File: config.mk
export PLATFORM = sky130hd
export DESIGN_NAME = duck_sprite_fetch
export DESIGN_NICKNAME = d
export VERILOG_FILES = /design/src/rtl/duck_pkg.sv /design/src/rtl/duck_anim_fsm.sv /design/src/rtl/duck_sprite_fetch.sv
export SDC_FILE = /design/constraint.sdc
export NUM_CORES = 1
export LEC_CHECK = 0
export CELL_PAD_IN_SITES_DETAIL_PLACEMENT = 0
export CELL_PAD_IN_SITES_GLOBAL_PLACEMENT = 1
export CORE_MARGIN = 2
export CORE_UTILIZATION = 41
export CTS_CLUSTER_SIZE = 24
export DETAILED_ROUTE_END_ITERATION = 10
export PLACE_DENSITY_LB_ADDON = 0.05
export SLEW_MARGIN = 20
export SYNTH_ARGS = -nofsm -noshare
export SYNTH_HDL_FRONTEND = slang
export SYNTH_SLANG_ARGS = --single-unit
File: constraint.sdc
create_clock -name Clk -period 8.78 [get_ports Clk]
set_input_delay 1.756 -clock Clk [delete_from_list [all_inputs] [get_ports Clk]]
set_output_delay 1.756 -clock Clk [all_outputs]
set_load 0.005 [all_outputs]
File: src/rtl/duck_pkg.sv
// duck_pkg: shared duck sprite types, geometry and frame-number constants
package duck_pkg;
  typedef enum logic [1:0] {HIDDEN, FLYING, SHOT, FALLING} duck_state_t;
  localparam int SPRITE_W = 47;
  localparam int SPRITE_H = 47;
  localparam int FLY_FRAMES = 3;
  localparam int FRAME_DIV = 8;
  localparam int SHOT_HOLD = 30;
  localparam int TRANSPARENT_IDX = 1;
  localparam int FRAME_SZ = SPRITE_W * SPRITE_H;
  localparam int SHOT_FRAME = FLY_FRAMES;
  localparam int FALL_FRAME = FLY_FRAMES + 1;
  localparam int ADDR_W = $clog2((FLY_FRAMES + 2) * FRAME_SZ);
endpackage

File: src/rtl/duck_anim_fsm.sv
// duck_anim_fsm: duck state sequencing (clk, rst, frame_tick, hit, spawn, fall_done in; state, frame out)
module duck_anim_fsm
  import duck_pkg::*;
(
  input  logic        clk,
  input  logic        rst,
  input  logic        frame_tick,
  input  logic        hit,
  input  logic        spawn,
  input  logic        fall_done,
  output duck_state_t state,
  output logic [2:0]  frame
);
  logic [4:0] cnt;
  logic [1:0] anim;
  always_ff @(posedge clk) begin
    if (rst) begin
      state <= HIDDEN;
      cnt <= '0;
      anim <= '0;
    end else if (spawn) begin
      state <= FLYING;
      cnt <= '0;
      anim <= '0;
    end else if (hit && state == FLYING) begin
      state <= SHOT;
      cnt <= '0;
    end else if (frame_tick) begin
      case (state)
        FLYING: begin
          cnt <= cnt == 5'(FRAME_DIV - 1) ? 5'd0 : cnt + 5'd1;
          if (cnt == 5'(FRAME_DIV - 1)) anim <= anim == 2'(FLY_FRAMES - 1) ? 2'd0 : anim + 2'd1;
        end
        SHOT: begin
          cnt <= cnt + 5'd1;
          if (cnt == 5'(SHOT_HOLD - 1)) begin
            state <= FALLING;
            cnt <= '0;
          end
        end
        FALLING: if (fall_done) state <= HIDDEN;
        default: ;
      endcase
    end
  end
  assign frame = state == FLYING ? {1'b0, anim} :
                 state == SHOT ? 3'(SHOT_FRAME) :
                 state == FALLING ? 3'(FALL_FRAME) : 3'd0;
endmodule

File: src/rtl/duck_sprite_fetch.sv
// duck_sprite_fetch: duck box test and sprite-ROM addressing (Clk, Reset, frame_tick, DrawX/Y, duck_x/y, face_left, hit, spawn, fall_done, rom_q in; rom_addr, palette_index, duck_on, state_o out)
module duck_sprite_fetch
  import duck_pkg::*;
(
  input  logic              Clk,
  input  logic              Reset,
  input  logic              frame_tick,
  input  logic [9:0]        DrawX,
  input  logic [9:0]        DrawY,
  input  logic [9:0]        duck_x,
  input  logic [9:0]        duck_y,
  input  logic              face_left,
  input  logic              hit,
  input  logic              spawn,
  input  logic              fall_done,
  output logic [ADDR_W-1:0] rom_addr,
  input  logic [3:0]        rom_q,
  output logic [3:0]        palette_index,
  output logic              duck_on,
  output logic [1:0]        state_o
);
  duck_state_t state;
  logic [2:0] frame;
  logic [9:0] px, py;
  logic face, inb, in_q, in_d;
  logic [10:0] ox, oy;
  logic [5:0] col;
  duck_anim_fsm u_fsm (
    .clk(Clk),
    .rst(Reset),
    .frame_tick(frame_tick),
    .hit(hit),
    .spawn(spawn),
    .fall_done(fall_done),
    .state(state),
    .frame(frame)
  );
  // 11-bit unsigned offsets: left/above the box wraps high and fails the compare
  assign ox = {1'b0, DrawX} - {1'b0, px};
  assign oy = {1'b0, DrawY} - {1'b0, py};
  assign inb = ox < 11'(SPRITE_W) && oy < 11'(SPRITE_H);
  assign col = face ? 6'(SPRITE_W - 1) - ox[5:0] : ox[5:0];
  always_ff @(posedge Clk) begin
    if (Reset) begin
      px <= '0;
      py <= '0;
      face <= 1'b0;
      rom_addr <= '0;
      in_q <= 1'b0;
      in_d <= 1'b0;
    end else begin
      if (frame_tick) begin
        px <= duck_x;
        py <= duck_y;
        face <= face_left;
      end
      rom_addr <= inb ? ADDR_W'(int'(frame) * FRAME_SZ + int'(oy[5:0]) * SPRITE_W + int'(col)) : '0;
      in_q <= inb;
      in_d <= in_q;
    end
  end
  // rom_q is already the ROM's output register, so gating it here keeps the 2-cycle latency
  assign palette_index = in_d ? rom_q : 4'd0;
  assign duck_on = in_d && rom_q != 4'(TRANSPARENT_IDX) && state != HIDDEN;
  assign state_o = state;
endmodule

### Word level (Yosys, flattened, before mapping)

Cells that the tools add are included.

* magnitude comparators: 2
* mux-type cells: 15
* $mul: 2
* reductions and logical operators: 17
* add/subtract/negate cells: 7
* bitwise operators: 2
* equality and inequality tests: 11

Operator list (count)
* $lt A11 B6 Y1 const B: 2
* $sub A10 B10 Y11: 2
* $add A14 B12 Y14: 1
* $add A14 B6 Y14: 1
* $mul A3 B12 Y14 const B: 1
* $mul A6 B6 Y12 const B: 1
* $reduce_and A4 Y1: 3
* $mux W2: 5
* $mux W5: 2
* $pmux W5 S2: 1
* $mux W3: 3
* $eq A2 B2 Y1 const B: 3
* $mux W6: 1
* $reduce_bool A2 Y1: 3
* $reduce_bool A3 Y1: 2
* $sub A6 B6 Y6 const A: 1
* $add A5 B1 Y5 const B: 1
* $eq A5 B3 Y1 const B: 1
* $eq A5 B5 Y1 const B: 1
* $logic_and A1 B1 Y1: 4
* $mux W4: 1
* $ne A4 B1 Y1 const B: 1
* $ne A4 B2 Y1 const B: 1
* $ne A4 B3 Y1 const B: 1
* 11 further kinds: 13

* bits of input ports: 51
* logic and storage cells: 66
* register bits: 46
* output and inout port bits: 21

### Logic depth before layout (Yosys ltp)

* word-level depth: 7
* gate-level depth with buffers: 23

### Cells and area by module

A second synthesis with hierarchy kept.

* cells, all modules: 520
* area, all modules: 4652.0 um^2

Modules (own cells, without submodules)
* duck_sprite_fetch: instances 1, cells each 453, area each 4056.4 um^2
* duck_anim_fsm: instances 1, cells each 67, area each 595.6 um^2

### Worst setup path before layout

Ideal clock, no wire load.

* path type: input port to flip-flop
* start point: in DrawY[0]
* end point: reg rom_addr[12]
* data arrival time: 6684 ps
* buffers on the path: 0
* stages: 23
* required time: 8664 ps
* slack: 1981 ps
* cells stage by stage: inv_1 > ha_1 > inv_1 > fa_1 > a21o_1 > a21oi_1 > xnor2_1 > fa_1 > inv_1 > ha_1 > fa_1 > ha_1 > inv_1 > fa_1 > inv_1 > ha_1 > nand2_1 > o21ai_0 > nor4_1 > o31a_1 > a21boi_0 > or3_1 > and3_1

* cells in the longest elaborated chain, start to end: 5
* elaborated cells on any way between the ends: 8

Ends and longest elaborated chain
* start: declaration: line duck_sprite_fetch.sv:9 `input logic [9:0] DrawY,`
* $sub A10 B10 Y11 *: line duck_sprite_fetch.sv:40 `assign oy = {1'b0, DrawY} - {1'b0, py};`
* parallel branches: the longest is 4 deep, another holds $add A14 B12 Y14
* end signal: assignment: line duck_sprite_fetch.sv:57 `rom_addr <= inb ? ADDR_W'(int'(frame) * FRAME_SZ + int'(oy[5:0]) * SPRITE_W + int'(col)) : '0;`
* end: declaration: line duck_sprite_fetch.sv:16 `output logic [ADDR_W-1:0] rom_addr,`

Mark *: on every way between the ends.
A chain may end at the register's enable or synchronous reset.

### Worst setup path after layout

Ends and elaborated chain as after synthesis.

==> results.md <==
- The tree built by TritonCTS fans out to 46 sinks.
- The highest cell delay on the worst timing path is 540 ps.
- The die span in y is 109 um.
- The final-report max-slew violation count is 0.
- Synthesis inferred 46 register bits.
- The wire length per cell is 12.2 um.
- The worst setup path is captured at a flop.
- Across the run, the number of max-cap violations was 0.
- The design draws 1610 uW.
- The aggregate global-route resource usage is 0.158.
- The final route contains 3656 vias.
- The number of nets in the synthesized netlist is 676.
- In the post-synthesis netlist, the biggest area contributors are sky130_fd_sc_hd__ha_1 22%, sky130_fd_sc_hd__dfxtp_1 20%, sky130_fd_sc_hd__fa_1 9.8%.
- For this design the ratio of total power to cell area is 293 nW/um^2.
- The number of nets in the final layout is 747.
- The period utilization is 0.833.
- By count the netlist is led by 78 x sky130_fd_sc_hd__ha_1, 76 x sky130_fd_sc_hd__inv_1, 50 x sky130_fd_sc_hd__nor2_1.
- The largest total area in the synthesized netlist belongs to sky130_fd_sc_hd__ha_1.
- Compared with the post-synthesis result, the final layout area differs by 21.6%.
- Once detail routing completed, the nets flagged for antenna violations numbered 0.
- In the synthesized netlist the dominant register cell turns out to be sky130_fd_sc_hd__dfxtp_1.
- The flow ran to the end, and the final reports show no timing, DRC or antenna violations.
- The worst setup skew after layout is 8.90 ps.
- The cell count after synthesis came out at 525.
- The part of the Yosys area used for sequential elements is 0.204.
- After clock tree synthesis, the setup repair step added 0 buffers.
- Headroom to the max-slew limit came out at 0.491.
- The Yosys step of the flow raised 0 warnings.
- The clock buffer count from CTS is 5.
- Setup repair after global routing left no endpoint under its margin.
- The area of the die is 11900 um^2.
- In this run, post-CTS repair resized a total of 0 instances.
- The number of buffers and inverters on the critical path is 6.
- The routed wire length is 8980 um.
- The tightest min-delay check is of the flop to flop type.
- The number of I/O port buffers is 71.
- The kind of cell with the highest combined delay on the critical path is adder cells.
- In this run the worst path has a maximum fanout of 5.
- The initial antenna violation count came to 0.
- After synthesis, the share of flip-flops with an asynchronous set or reset is 0.
- The first TritonRoute pass finished after 4 iterations.
- After synthesis the cells add up to 4510 um^2.
- At the later pin of the worst-skew pair, clock insertion delay measures 310 ps.
- The number of global-route vias before repair was 3398.
- The signal on the critical path passes through clkdlybuf4s50_1 -> inv_1 -> ha_1 -> inv_1 -> fa_1 -> a21o_1 -> a21oi_1 -> xnor2_1 -> fa_1 -> inv_1 -> ha_1 -> fa_1 -> ha_1 -> inv_1 -> fa_1 -> inv_1 -> ha_1 -> nand2_1 -> o21ai_0 -> nor4_1 -> o31a_1 -> a21boi_0 -> or3_1 -> and3_1.
- After synthesis, the mean cell area works out to 8.59 um^2.
- Summed over all layers, the global routing overflow is 0.
- The clock tree root buffer cell is sky130_fd_sc_hd__clkbuf_8.
- For this design, the CTS-stage hold fixing added 0 buffers.
- By instance count, the leading cell after synthesis is sky130_fd_sc_hd__ha_1.
- Row generation in the floorplan step produced 38 rows.
- The endpoint required time on the critical path is 9000 ps.
- The worst-path cell with the longest stage delay is sky130_fd_sc_hd__fa_1.
- The number of hold violations in the final report came to 0.
- The repair_antennas step left the layout with diodes totalling 0.
- The H-tree generated during clock tree synthesis spans 2 levels.
- The worst setup path is launched from a primary input.
- The cell type with the highest occurrence count on the critical path is sky130_fd_sc_hd__inv_1.
- The critical path is of the primary input to flop type.
- The first global-routing pass estimated 15200 um of wire.
- The core footprint is 10800 um^2.
- Across the VDD grid, the largest voltage drop is 215 uV.
- The die is 109 um wide.
- The setup total negative slack is 0 ps.
- The number of enable-type register cells in the synthesized netlist is 0.
- The number of different library cells used by synthesis comes to 56.
- The share of post-route cells with drive strength above 1 is 0.0251.
- The clock transition time at the flip-flop clock pins of the worst setup and hold paths is 100 ps.
- The share of synthesized area in the top cell type comes to 0.216.
- The half-perimeter wire length of the detailed placement result is 7510 um.
- At the pin with the least slew margin, the transition time is 759 ps.
- The routability-driven placement congestion ratio is 0.804.
- The initial core utilization is 0.418.
- The post-detailed-route via-to-cell ratio is 4.96.
- The starting DRC count in detailed routing is 103.
- The largest net degree at the start of global routing is 28.
- After detailed routing, the number of remaining DRC violations is 0.
- Based on the critical path, the design can be clocked at up to 0.137 GHz.
- The worst path arrival time is 7530 ps.
- 72 I/O pins were placed.
- Setup violations remaining at the end of the flow were counted as 0.
- TritonCTS built the clock tree.
- The maximum root-to-sink buffer count is 2.
- The time the final worst path needs with I/O delays and setup is 7310 ps.
- The static leakage is 0.00256 uW.
-- worst reg2reg max path, cell delays in order, from the launching register on --
cell and delay [ps]:
sky130_fd_sc_hd__dfxtp_1 350, sky130_fd_sc_hd__ha_1 160, sky130_fd_sc_hd__inv_1 50, sky130_fd_sc_hd__fa_1 390
sky130_fd_sc_hd__a21o_1 210, sky130_fd_sc_hd__a21oi_1 340, sky130_fd_sc_hd__xnor2_1 250, sky130_fd_sc_hd__fa_1 540
sky130_fd_sc_hd__inv_1 40, sky130_fd_sc_hd__ha_1 290, sky130_fd_sc_hd__fa_1 480, sky130_fd_sc_hd__ha_1 290
sky130_fd_sc_hd__inv_1 50, sky130_fd_sc_hd__fa_1 530, sky130_fd_sc_hd__inv_1 40, sky130_fd_sc_hd__ha_1 340
sky130_fd_sc_hd__nand2_1 80, sky130_fd_sc_hd__o21ai_0 140, sky130_fd_sc_hd__nor4_1 350, sky130_fd_sc_hd__o31a_1 200
sky130_fd_sc_hd__a21boi_0 90, sky130_fd_sc_hd__or3_1 300, sky130_fd_sc_hd__and3_1 160
-- kinds of logic after synthesis --
kind of cell             share of synthesized area
buffers and inverters                       0.0727
AND/OR/NAND/NOR                              0.170
flip-flops                                   0.204
AO/OA/AOI/OAI                                0.133
XOR/XNOR                                    0.0505
adder cells (fa/ha/maj)                      0.314
multiplexers                                0.0558
-- where the power goes --
group	internal (uW)	leakage [uW]	total [uW]	switching, uW
clock	84.8	0.0000504	164	78.9
sequential	215	0.000375	219	4.28
combinational	555	0.00214	1230	670
total	855	0.00256	1610	753
-- area by class of cell --
type / instances / area, um^2
fillers: 1078 / 5310
multi-input cells: 394 / 3260
flip-flops and latches: 46 / 921
repair buffers: 73 / 726
inverters: 76 / 285
well taps: 140 / 175
clock buffers: 5 / 68.8
clock inverters: 3 / 45.0
-- cells in the final DEF, fill, tap and decap left out, types with 5 or more instances in the layout --
cell type	count
sky130_fd_sc_hd__ha_1	78
sky130_fd_sc_hd__inv_1	76
sky130_fd_sc_hd__clkdlybuf4s50_1	71
sky130_fd_sc_hd__nor2_1	50
sky130_fd_sc_hd__dfxtp_1	46
sky130_fd_sc_hd__nand2_1	26
sky130_fd_sc_hd__a21oi_1	25
sky130_fd_sc_hd__mux2i_1	24
sky130_fd_sc_hd__fa_1	22
sky130_fd_sc_hd__o21ai_0	20
sky130_fd_sc_hd__xnor2_1	16
sky130_fd_sc_hd__and2_1	14
sky130_fd_sc_hd__nor3_1	13
sky130_fd_sc_hd__xor2_1	10
sky130_fd_sc_hd__and3_1	7
sky130_fd_sc_hd__nor3b_1	7
sky130_fd_sc_hd__nor2b_1	7
sky130_fd_sc_hd__nand3_1	6
sky130_fd_sc_hd__a21o_1	5
sky130_fd_sc_hd__or3_1	5
sky130_fd_sc_hd__clkbuf_8	5
-- metal layers --
layer / vias up / share of wire / track usage
met5: - / 0 / 0
met1: 1667 / 0.48 / 0.207
met3: 6 / 0.028 / 0.0245
met2: 50 / 0.48 / 0.269
met4: 0 / 0.011 / 0.0449
li1: 1933 / - / -
-- stage by stage --
step / area (um^2) / hold WS (ps) / utilization / setup WS (ps) / instances
2_1_floorplan: 4510 / 414 / - / 1980 / 525
3_3_place_gp: 5370 / 430 / 0.497 / 1190 / 729
3_5_place_dp: 5370 / 425 / 0.497 / 1120 / 729
4_1_cts: 5480 / 450 / 0.508 / 1450 / 737
5_1_grt: 5480 / 479 / 0.508 / 1120 / 737
6_report: 5480 / 447 / 0.508 / 1470 / 737
-- registers in the layout, indices dropped and copies added (netlist names) --
name	count
face	1
in_d	1
in_q	1
px	10
py	10
rom_addr	14
u_fsm.anim	2
u_fsm.cnt	5
u_fsm.state	2
-- final timing paths --
| check | from | end | slack, ps | cells after the start |
|---|---|---|---|---|
| worst min-delay path | in_q | in_d | 450 | 1 |
| worst max register to register | py[0] | rom_addr[12] | 3010 | 22 |
| worst max-delay path | DrawY[0] | rom_addr[12] | 1470 | 24 |
| worst min register to register | in_q | in_d | 450 | 1 |
Note: power is estimated with default switching activity, not from simulation.
